File: src/rtl/hilo_div_ctrl_if.sv
// Bundle between the ALU/decoder side and the HI/LO divide controller.
// master: drives instruction/ALU inputs; slave: the controller itself.
interface hilo_div_ctrl_if #(
  parameter int DATA_W = 32
);
  logic              issue;
  logic [3:0]        aluop;
  logic [DATA_W-1:0] res_high;
  logic [DATA_W-1:0] res_low;
  logic              divDone;
  logic              InstDone;
  logic              mfhi;
  logic              mflo;
  logic              mthi;
  logic              mtlo;
  logic [DATA_W-1:0] wdata;
  logic [DATA_W-1:0] rdata;
  logic [DATA_W-1:0] hi;
  logic [DATA_W-1:0] lo;
  logic              stall;
  logic              busy;
  logic              div_err;

  modport master (
    output issue, aluop,
    output res_high, res_low,
    output divDone, InstDone,
    output mfhi, mflo,
    output mthi, mtlo, wdata,
    input  rdata, hi, lo,
    input  stall, busy, div_err
  );

  modport slave (
    input  issue, aluop,
    input  res_high, res_low,
    input  divDone, InstDone,
    input  mfhi, mflo,
    input  mthi, mtlo, wdata,
    output rdata, hi, lo,
    output stall, busy, div_err
  );
endinterface

File: src/rtl/hilo_div_ctrl.sv
// HI/LO register pair with multi-cycle divide capture and stall control.
// Ports: clk, rst (sync, active-high), bus (hilo_div_ctrl_if.slave):
//   in : issue aluop res_high res_low divDone InstDone
//        mfhi mflo mthi mtlo wdata
//   out: rdata hi lo stall busy div_err
module hilo_div_ctrl #(
  parameter int DIV_TIMEOUT = 64,
  parameter int DATA_W      = 32
) (
  input logic             clk,
  input logic             rst,
  hilo_div_ctrl_if.slave  bus
);

  localparam int CW = $clog2(DIV_TIMEOUT + 1);
  localparam logic [CW-1:0] CNT_LAST = CW'(DIV_TIMEOUT - 1);
  localparam logic [CW-1:0] CNT_MAX  = CW'(DIV_TIMEOUT);

  localparam logic [0:0] S_IDLE = 1'b0;
  localparam logic [0:0] S_WAIT = 1'b1;

  logic [0:0]        state_q, state_d;
  logic [CW-1:0]     cnt_q, cnt_d;
  logic [DATA_W-1:0] hi_q, hi_d;
  logic [DATA_W-1:0] lo_q, lo_d;
  logic              err_q, err_d;
  logic              stall_c;
  logic              div_iss;
  logic              mv_op;

  // InstDone only serves as an external consistency check.
  logic unused_inst_done;
  assign unused_inst_done = bus.InstDone;

  assign div_iss = bus.issue & (bus.aluop == 4'h3);
  assign mv_op   = bus.issue &
                   (bus.mfhi | bus.mflo | bus.mthi | bus.mtlo);

  always_comb begin
    state_d = state_q;
    cnt_d   = cnt_q;
    hi_d    = hi_q;
    lo_d    = lo_q;
    err_d   = err_q;
    stall_c = 1'b0;
    unique case (state_q)
      S_IDLE: begin
        if (div_iss) begin
          if (bus.divDone) begin
            // single-cycle divide: retire at once
            hi_d = bus.res_high;
            lo_d = bus.res_low;
          end else begin
            state_d = S_WAIT;
            cnt_d   = '0;
            stall_c = 1'b1;
          end
        end else if (bus.issue) begin
          if (bus.mthi) hi_d = bus.wdata;
          if (bus.mtlo) lo_d = bus.wdata;
        end
      end
      S_WAIT: begin
        // HI/LO access interlocks until the divide is gone
        stall_c = mv_op;
        if (bus.divDone) begin
          hi_d    = bus.res_high;
          lo_d    = bus.res_low;
          state_d = S_IDLE;
        end else if (cnt_q == CNT_LAST) begin
          err_d   = 1'b1;
          state_d = S_IDLE;
        end else begin
          stall_c = 1'b1;
          cnt_d   = (cnt_q == CNT_MAX) ? cnt_q
                                       : cnt_q + 1'b1;
        end
      end
      default: begin
        state_d = S_IDLE;
      end
    endcase
  end

  always_ff @(posedge clk) begin
    if (rst) begin
      state_q <= S_IDLE;
      cnt_q   <= '0;
      hi_q    <= '0;
      lo_q    <= '0;
      err_q   <= 1'b0;
    end else begin
      state_q <= state_d;
      cnt_q   <= cnt_d;
      hi_q    <= hi_d;
      lo_q    <= lo_d;
      err_q   <= err_d;
    end
  end

  assign bus.stall   = ~rst & stall_c;
  assign bus.busy    = ~rst & (state_q == S_WAIT);
  assign bus.hi      = hi_q;
  assign bus.lo      = lo_q;
  assign bus.div_err = err_q;
  assign bus.rdata   = (bus.issue & bus.mfhi) ? hi_q :
                       (bus.issue & bus.mflo) ? lo_q :
                       '0;

endmodule

File: src/flat_wrapper.sv
// flat-port wrapper written by rule: the top's interface ports become plain ports
module hilo_div_ctrl_flat 
#(
  parameter int DIV_TIMEOUT = 64,
  parameter int DATA_W      = 32
)
  (clk, rst, bus_issue, bus_aluop, bus_res_high, bus_res_low, bus_divDone, bus_InstDone, bus_mfhi, bus_mflo, bus_mthi, bus_mtlo, bus_wdata, bus_rdata, bus_hi, bus_lo, bus_stall, bus_busy, bus_div_err);
  hilo_div_ctrl_if #(.DATA_W(DATA_W)) bus_i ();
  input logic clk;
  input logic rst;
  input wire logic [$bits(bus_i.issue)-1:0] bus_issue;
  input wire logic [$bits(bus_i.aluop)-1:0] bus_aluop;
  input wire logic [$bits(bus_i.res_high)-1:0] bus_res_high;
  input wire logic [$bits(bus_i.res_low)-1:0] bus_res_low;
  input wire logic [$bits(bus_i.divDone)-1:0] bus_divDone;
  input wire logic [$bits(bus_i.InstDone)-1:0] bus_InstDone;
  input wire logic [$bits(bus_i.mfhi)-1:0] bus_mfhi;
  input wire logic [$bits(bus_i.mflo)-1:0] bus_mflo;
  input wire logic [$bits(bus_i.mthi)-1:0] bus_mthi;
  input wire logic [$bits(bus_i.mtlo)-1:0] bus_mtlo;
  input wire logic [$bits(bus_i.wdata)-1:0] bus_wdata;
  output wire logic [$bits(bus_i.rdata)-1:0] bus_rdata;
  output wire logic [$bits(bus_i.hi)-1:0] bus_hi;
  output wire logic [$bits(bus_i.lo)-1:0] bus_lo;
  output wire logic [$bits(bus_i.stall)-1:0] bus_stall;
  output wire logic [$bits(bus_i.busy)-1:0] bus_busy;
  output wire logic [$bits(bus_i.div_err)-1:0] bus_div_err;
  assign bus_i.issue = bus_issue;
  assign bus_i.aluop = bus_aluop;
  assign bus_i.res_high = bus_res_high;
  assign bus_i.res_low = bus_res_low;
  assign bus_i.divDone = bus_divDone;
  assign bus_i.InstDone = bus_InstDone;
  assign bus_i.mfhi = bus_mfhi;
  assign bus_i.mflo = bus_mflo;
  assign bus_i.mthi = bus_mthi;
  assign bus_i.mtlo = bus_mtlo;
  assign bus_i.wdata = bus_wdata;
  assign bus_rdata = bus_i.rdata;
  assign bus_hi = bus_i.hi;
  assign bus_lo = bus_i.lo;
  assign bus_stall = bus_i.stall;
  assign bus_busy = bus_i.busy;
  assign bus_div_err = bus_i.div_err;
  hilo_div_ctrl #(.DIV_TIMEOUT(DIV_TIMEOUT), .DATA_W(DATA_W)) u_core (.clk(clk), .rst(rst), .bus(bus_i));
endmodule
File: config.mk
export PLATFORM = sky130hd
export DESIGN_NAME = hilo_div_ctrl_flat
export DESIGN_NICKNAME = d
export VERILOG_FILES = /design/src/rtl/hilo_div_ctrl_if.sv /design/src/rtl/hilo_div_ctrl.sv /design/src/flat_wrapper.sv
export SDC_FILE = /design/constraint.sdc
export NUM_CORES = 1
export LEC_CHECK = 0
export CAP_MARGIN = 20
export CORE_MARGIN = 2
export CORE_UTILIZATION = 30
export DETAILED_ROUTE_END_ITERATION = 16
export PLACE_DENSITY = 0.72
export SLEW_MARGIN = 15
export SYNTH_ARGS = -nofsm -noshare
export SYNTH_HDL_FRONTEND = slang
export SYNTH_SLANG_ARGS = --single-unit
File: constraint.sdc
create_clock -name clk -period 4.5 [get_ports clk]
set_input_delay 1.35 -clock clk [delete_from_list [all_inputs] [get_ports clk]]
set_output_delay 1.35 -clock clk [all_outputs]
set_load 0.01 [all_outputs]
# Yosys cells after proc, flatten, opt, wreduce, memory -nomap -nowiden
# Index checks and enable logic that the tools add are counted.
# Widths: inputs -> output; s select.
[classes]
addsub = 1
n_mul = 0
div = 0
n_lt_le_gt_ge = 0
n_eq_ne = 11
shift = 0
mux = 26
n_bitwise = 12
n_reduce_logical = 4
[op_table]
columns = ["cell", "n"]
rows = [
  ["$mux 32", 10],
  ["$pmux 32 s2", 2],
  ["$mux 7", 5],
  ["$pmux 7 s2", 1],
  ["$ne 3x2->1 const B", 3],
  ["$ne 2x2->1 const B", 4],
  ["$add 7x1->7 const B", 1],
  ["$eq 7x6->1 const B", 1],
  ["$eq 7x7->1 const B", 1],
  ["$and 1x1->1", 6],
  ["$mux 1", 6],
  ["$reduce_and 5->1", 1],
  ["$eq 4x2->1 const B", 1],
  ["$pmux 1 s2", 2],
  ["$reduce_and 2->1", 2],
  ["$not 1->1", 3],
  ["$or 1x1->1", 3],
  ["$reduce_and 3->1", 1],
  ["$ne 2x1->1 const B", 1],
]
[word_totals]
regBits = 73
latch_bits = 0
mem_bits_rw = 0
mem_bits_ro = 0
in_bits = 109
out_inout_bits = 99
elab_cells = 59
mem_count = 0

# Longest topological paths before layout
# Gate-level depths: netlist of the first run.
[logic_depth]
word_depth = 8
depth_mapped = 6
depth_no_buf = 5

# Worst setup path before layout of the first run
# OpenSTA, ideal clock, no wires.
[synth_timing]
path_type = "input port to output port"
start = "in bus_aluop[2]"
end = "out bus_stall"
t_arrival_ns = 2.213
t_required_ns = 3.150
setup_slack_ns = 0.937
stages = 4
path_buffers = 0
cell_sequence = "and4bb_4 -> a31o_2 -> nand2_1 -> a21oi_1"
[synth_via]
elab_chain_len = 5
[synth_lines]
columns = ["item", "line_no", "rtl"]
rows = [
  ["from (decl)", "flat_wrapper.sv:12", "input wire logic [$bits(bus_i.aluop)-1:0] bus_aluop;"],
  ["$eq 4x2->1", "hilo_div_ctrl.sv:35", "assign div_iss = bus.issue & (bus.aluop == 4'h3);"],
  ["$and 1x1->1", "hilo_div_ctrl.sv:35", ""],
  ["$mux 1", "hilo_div_ctrl.sv:48", "if (div_iss) begin"],
  ["$pmux 1 s2", "hilo_div_ctrl.sv:46", "unique case (state_q)"],
  ["$and 1x1->1", "hilo_div_ctrl.sv:101", "assign bus.stall = ~rst & stall_c;"],
  ["to (decl)", "flat_wrapper.sv:25", "output wire logic [$bits(bus_i.stall)-1:0] bus_stall;"],
]
# Every way passes these cells.

# Worst setup path in the final report of the first run
[layout_timing]
start = "in bus_issue"
end = "out bus_rdata[31]"
[layout_via]
elab_chain_len = 3
word_cells_on_any_way = 4
classes_between = "mux: 2; bitwise: 2"
[layout_lines]
columns = ["item", "line_no", "rtl"]
rows = [
  ["from (decl)", "flat_wrapper.sv:11", "input wire logic [$bits(bus_i.issue)-1:0] bus_issue;"],
  ["$and 1x1->1", "hilo_div_ctrl.sv:107", "(bus.issue & bus.mflo) ? lo_q :"],
  ["$mux 32", "hilo_div_ctrl.sv:107", ""],
  ["$mux 32 *", "hilo_div_ctrl.sv:106", "assign bus.rdata = (bus.issue & bus.mfhi) ? hi_q :"],
  ["to (decl)", "flat_wrapper.sv:22", "output wire logic [$bits(bus_i.rdata)-1:0] bus_rdata;"],
]
# Mark *: on every way between the ends. The rest lies on a longest branch, timed or not.

==> flow_summary.toml, run 1 <==
[status]
run_status = "finished, final reports clean"

[setup_path]
critPathMostFrequentCell = "clkdlybuf4s50_1"
worstSetupStartpointType = "input pin"
critical_path.reg2reg.startpoint = "u_core.state_q"
slowest_delay_ns = 0.56
crit_path_cell_trace = "clkdlybuf4s50_1, and2_1, buf_12, a22o_1, clkdlybuf4s50_1"
ff2ff_path_depth = 4
cp.depth = 5
crit_start = "bus_issue"
r2r_end = "u_core.bus.lo[18]"
timing.critical_path.max_delay_family = "buffers and inverters"
timing.critical_path.fanout_max = 18
worst-r2r-setup-slack_ns = 2.55
setup_crit_end_kind = "output port"
worst-setup-path-type = "in -> out"
timing.critical_path.slowest_stage_cell = "clkdlybuf4s50_1"
crit_buf_inv = 3
cp_data_arrival_time_ns = 3.05
worstPathRequired_ns = 3.15

[worst_hold_path]
worst_hold_path.endpoint = "u_core.cnt_q[6]"
holdCritStartpoint = "u_core.cnt_q[6]"
min_path_type = "reg -> reg"
worstHoldPathCells = 2

[detailed_routing]
remaining_drc_errors = 0
wl_per_cell_um = 17.2
antenna_violating_nets_post_route = 0
overall_via_count_from_detail_route = 4446
firstDrtPassIters = 4
drt-vias-per-instance = 5.22
dr.first_iter.drc_count = 220
postRouteWirelength_mm = 14.6

[floorplan]
die_width_um = 124
chipHeight_um = 124
die_area_um2 = 15300
std_cell_rows = 43
num_io_pins = 208
initial_core_util_pct = 30.8
core_area_um2 = 13900

[final_layout]
layout.cells.most_common_list = "clkdlybuf4s50_1 (205), nand2_1 (136), a22o_1 (96)"
antenna-diode-count = 0
fin_nets = 778
post-route-cell-area_um2 = 6740
layout-drive-gt1-share_pct = 6.99
area_growth_pct = 56.9
fillers = 1270
mostFrequentLayoutCell = "clkdlybuf4s50_1"

[sta]
slew_viol_final = 0
timing_hold_violations_final = 0
final_min_period_over_clock_period_pct = 97.9
period_minus_slack_ns = 4.40
worst_slack_ns = 0.0952
finalSetupViolCount = 0
whs_ns = 0.462
fin_skew_ns = 0.00493
setup_repair_after_global_routing_missed_its_margin = "false"
fin_tns_setup_ns = 0
tightest_slew_ns = 0.711
timing.slew.headroom_pct = 52.6
maxClockFrequency_mhz = 227

[synthesis]
postSynth.topFlopCell = "dfxtp_1"
ys_seq_elements = 73
synthCells = 479
main_combinational_cell_family_by_area_after_synthesis = "compound AO/OA/AOI/OAI gates"
synth_compound_area_share_pct = 24.4
synthSimpleGateAreaFrac_pct = 17.5
post_synth_instance_area_um2 = 4300
synth-adder-area-share_pct = 0.582
post_synth_edffs = 0
post_synth.cell_area_avg_um2 = 8.97
synth.distinct_cells = 38
synth_sequential_area_ratio_pct = 34.0
synth-warning-count = 0
synth_nets = 590
synth.mux.area_fraction_pct = 14.9
ys_async_sr_fraction_pct = 0
post_synth_xor_xnor_area_pct = 0

[global_route]
vias_in_the_first_global_route = 4385
grt_max_degree = 65
grt-ovfl-total = 0
grt.total_usage_pct = 18.5
grt_first_pass_wirelength_mm = 22.0
grt_antenna_before_repair = 0

[clock_tree]
clock_path_buffers = 2
cts_htree_levels = 3
holdBufCountCts = 0
post_cts_resized = 0
cts_root_buf = "clkbuf_16"
clkSlewWorstSetupHoldPaths_ns = 0.06
cts_tree = "built"
tritoncts_num_sinks = 73
cts_inserted_buffers = 9
cts_setup_buffers = 0
clkLatencyLatePin_ns = 0.34

[pwr]
power.total_w = 0.00178
leakagePower_nw = 2.50
power_per_cell_area_nw_per_um2 = 264
vdd_drop_max_mv = 0.138

[place]
routabilityCongestion = 0.863
dp_slack_ns = 0.0923
postPlaceCellArea_um2 = 6450
number_of_buffer_cells_added_on_primary_ports = 206
post-dp-hpwl_mm = 10.3

[flow_run]
maxCapViolCount = 0
-- sequential cells by signal, summed over array words and instances (netlist names) --
name / count
u_core.bus.hi: 32
u_core.bus.lo: 32
u_core.cnt_q: 7
u_core.bus.div_err: 1
u_core.state_q: 1
-- worst max path at each step --
stage / end / slack, ns
4_1_cts: bus_rdata[31] / 0.09
6_report: bus_rdata[31] / 0.1
3_5_place_dp: bus_rdata[31] / 0.09
3_3_place_gp: bus_rdata[31] / 0.12
5_1_grt: bus_rdata[31] / 0.02
2_1_floorplan: bus_stall / 0.94
-- power breakdown --
| group | internal, W | switching [W] |
|---|---|---|
| Clock | 0.000405 | 0.000288 |
| Combinational | 0.000222 | 0.000162 |
| Sequential | 0.000678 | 0.0000278 |
| Total | 0.00130 | 0.000478 |
-- routing by layer --
metal | vias up | routed length [um] | global-route usage (%)
li1 | 2115 | - | -
met1 | 2121 | 6110 | 21.3
met2 | 192 | 7360 | 32.9
met3 | 18 | 958 | 3.85
met4 | 0 | 210 | 8.45
met5 | - | 0 | 0
-- cell usage after synthesis, drive strengths merged, types with 2 or more instances --
| master | n | area (um2) |
|---|---|---|
| mux2i | 64 | 641 |
| buf | 20 | 249 |
| ha | 2 | 25.0 |
| dfxtp | 73 | 1460 |
| o41ai | 4 | 35.0 |
| nor4b | 2 | 47.6 |
| nand3 | 3 | 15.0 |
| inv | 7 | 26.3 |
| a211oi | 2 | 40.0 |
| and2 | 2 | 15.0 |
| nand2 | 136 | 510 |
| or4 | 2 | 15.0 |
| a32o | 2 | 20.0 |
| a22o | 96 | 841 |
| nor3 | 3 | 15.0 |
| nand4 | 3 | 18.8 |
| nor2b | 4 | 25.0 |
| a21oi | 5 | 28.8 |
| clkbuf | 26 | 97.6 |
| nor2 | 9 | 33.8 |
| o31ai | 2 | 15.0 |
-- through the flow --
step / utilization (%) / instances
2_1_floorplan: - / 479
3_3_place_gp: 46.3 / 836
3_5_place_dp: 46.3 / 836
4_1_cts: 48.4 / 852
5_1_grt: 48.4 / 852
6_report: 48.4 / 852
-- layout make-up --
type                    instances  area, um2  area share [%]
multi-input cells             353       2480            36.8
repair buffers                223       2260            33.5
flip-flops and latches         73       1460            21.7
clock buffers                  11        253            3.75
well taps                     180        225            3.34
clock inverters                 5       38.8           0.575
inverters                       7       26.3           0.390
-- cells by family after synthesis --
kind of cell,Yosys count
AND/OR/NAND/NOR,170
multiplexers,64
adder cells (fa/ha/maj),2
AO/OA/AOI/OAI,117
flip-flops,73
buffers and inverters,53
-- worst min-delay path: cells and delay by family (launching register included) --
family / cells / cell delay [ns]
AOI/OAI and AO/OA: 1 / 0.03
DFF: 1 / 0.33
and+or+nand+nor: 1 / 0.06
Note: power is estimated with default switching activity, not from simulation.
==> run 2, diff against run 1 <==
--- a/config.mk
+++ b/config.mk
@@ -6,6 +6,7 @@
 export NUM_CORES = 1
 export LEC_CHECK = 0
 export CAP_MARGIN = 20
+export CORE_ASPECT_RATIO = 0.6
 export CORE_MARGIN = 2
 export CORE_UTILIZATION = 30
 export DETAILED_ROUTE_END_ITERATION = 16
==> flow_summary.toml, run 2 (synthesized netlist as in run 1, its figures left out) <==
[setup_path]
worst-setup-path-type = "in -> out"
timing.critical_path.max_delay_family = "buffers and inverters"
ff2ff_path_depth = 4
worstPathRequired_ns = 3.15
critPathMostFrequentCell = "clkdlybuf4s50_1"
worst-r2r-setup-slack_ns = 2.04
critical_path.reg2reg.startpoint = "u_core.state_q"
crit_path_cell_trace = "clkdlybuf4s50_1, and2_1, buf_4, a22o_1, clkdlybuf4s50_1"
timing.critical_path.slowest_stage_cell = "clkdlybuf4s50_1"
timing.critical_path.fanout_max = 14
setup_crit_end_kind = "output port"
worstSetupStartpointType = "input pin"
cp_data_arrival_time_ns = 3.14
slowest_delay_ns = 0.57
crit_buf_inv = 3
r2r_end = "u_core.bus.hi[25]"

[worst_hold_path]
worstHoldPathCells = 2
worst_hold_path.endpoint = "u_core.cnt_q[6]"
min_path_type = "reg -> reg"
holdCritStartpoint = "u_core.cnt_q[6]"

[sta]
setup_repair_after_global_routing_missed_its_margin = "true"
final_min_period_over_clock_period_pct = 99.7
finalSetupViolCount = 0
timing_hold_violations_final = 0
period_minus_slack_ns = 4.49
maxClockFrequency_mhz = 223
tightest_slew_ns = 0.725
slew_viol_final = 0
timing.slew.headroom_pct = 51.5
fin_skew_ns = 0.00492
worst_slack_ns = 0.0132
fin_tns_setup_ns = 0

[clock_tree]
cts_inserted_buffers = 9
cts_tree = "built"
clkLatencyLatePin_ns = 0.33
cts_setup_buffers = 0
cts_htree_levels = 3
holdBufCountCts = 0
post_cts_resized = 0
clkSlewWorstSetupHoldPaths_ns = 0.06
cts_root_buf = "clkbuf_16"
clock_path_buffers = 2
tritoncts_num_sinks = 73

[status]
run_status = "finished, final reports clean"

[detailed_routing]
overall_via_count_from_detail_route = 4528
postRouteWirelength_mm = 15.9
dr.first_iter.drc_count = 294
firstDrtPassIters = 5
drt-vias-per-instance = 5.26
wl_per_cell_um = 18.5
remaining_drc_errors = 0
antenna_violating_nets_post_route = 0

[final_layout]
area_growth_pct = 56.8
layout.cells.most_common_list = "clkdlybuf4s50_1 (205), nand2_1 (136), a22o_1 (96)"
fillers = 1297
fin_nets = 775
antenna-diode-count = 0
layout-drive-gt1-share_pct = 6.43
multi_input_combinational_cell_area_um2 = 2480
mostFrequentLayoutCell = "clkdlybuf4s50_1"
register_area_um2 = 1460

[floorplan]
die_area_um2 = 15300
num_io_pins = 208
chipHeight_um = 96.7
initial_core_util_pct = 31.1
std_cell_rows = 33
die_width_um = 159
core_area_um2 = 13800

[place]
dp_slack_ns = 0.0108
routabilityCongestion = 0.810
number_of_buffer_cells_added_on_primary_ports = 206
post-dp-hpwl_mm = 11.2

[global_route]
grt_max_degree = 52
grt_first_pass_wirelength_mm = 24.8
grt-ovfl-total = 0
vias_in_the_first_global_route = 4476
grt_antenna_before_repair = 1
grt.total_usage_pct = 20.5

[flow_run]
maxCapViolCount = 0

[pwr]
power_per_cell_area_nw_per_um2 = 280
vdd_drop_max_mv = 0.195
leakagePower_nw = 2.50
[run 2: worst min-delay path, stage by stage (launching register included)]
cell and delay [ns]:
dfxtp_1 0.33, nand2_1 0.06, a21oi_1 0.04
[run 2: metal layers]
layer  vias to the layer above  GRT usage [%]  share of wire, %  routed length, um
met4                         2           4.16              0.93                148
met2                       206           32.8                45               7130
met1                      2196           27.3                45               7200
met5                         -              0             0.082                 13
li1                       2102              -                 -                  -
met3                        22           6.41               9.1               1450
[run 2: final cells by class]
type	instances	share of cell area, %
Tap cell	192	3.57
Timing Repair Buffer	220	32.6
Clock buffer	12	3.81
Inverter	7	0.390
Multi-Input combinational cell	353	36.8
Clock inverter	4	1.11
Sequential cell	73	21.7
[run 2: worst max-delay path by stage]
stage                  from             to  cells past startpoint
2_1_floorplan  bus_aluop[2]      bus_stall                      4
3_3_place_gp       bus_mfhi   bus_rdata[1]                      5
3_5_place_dp       bus_mfhi   bus_rdata[1]                      5
4_1_cts            bus_mfhi   bus_rdata[1]                      5
5_1_grt            bus_mfhi  bus_rdata[31]                      5
6_report           bus_mfhi   bus_rdata[1]                      5
[run 2: metrics by stage]
| step | hold slack [ns] | util [%] | cell area (um2) | power [W] | instances |
|---|---|---|---|---|---|
| 2_1_floorplan | 0.430 | - | 4300 | 0.000884 | 479 |
| 3_5_place_dp | 0.454 | 46.3 | 6410 | 0.00110 | 845 |
| 6_report | 0.480 | 48.7 | 6740 | 0.00188 | 861 |
| 4_1_cts | 0.467 | 48.7 | 6740 | 0.00191 | 861 |
| 5_1_grt | 0.505 | 48.7 | 6740 | 0.00196 | 861 |
| 3_3_place_gp | 0.453 | 46.3 | 6410 | 0.00110 | 845 |
[run 2: report_power, final]
group | switching, W | internal (W)
Sequential | 0.0000303 | 0.000678
Clock | 0.000276 | 0.000516
Combinational | 0.000166 | 0.000217
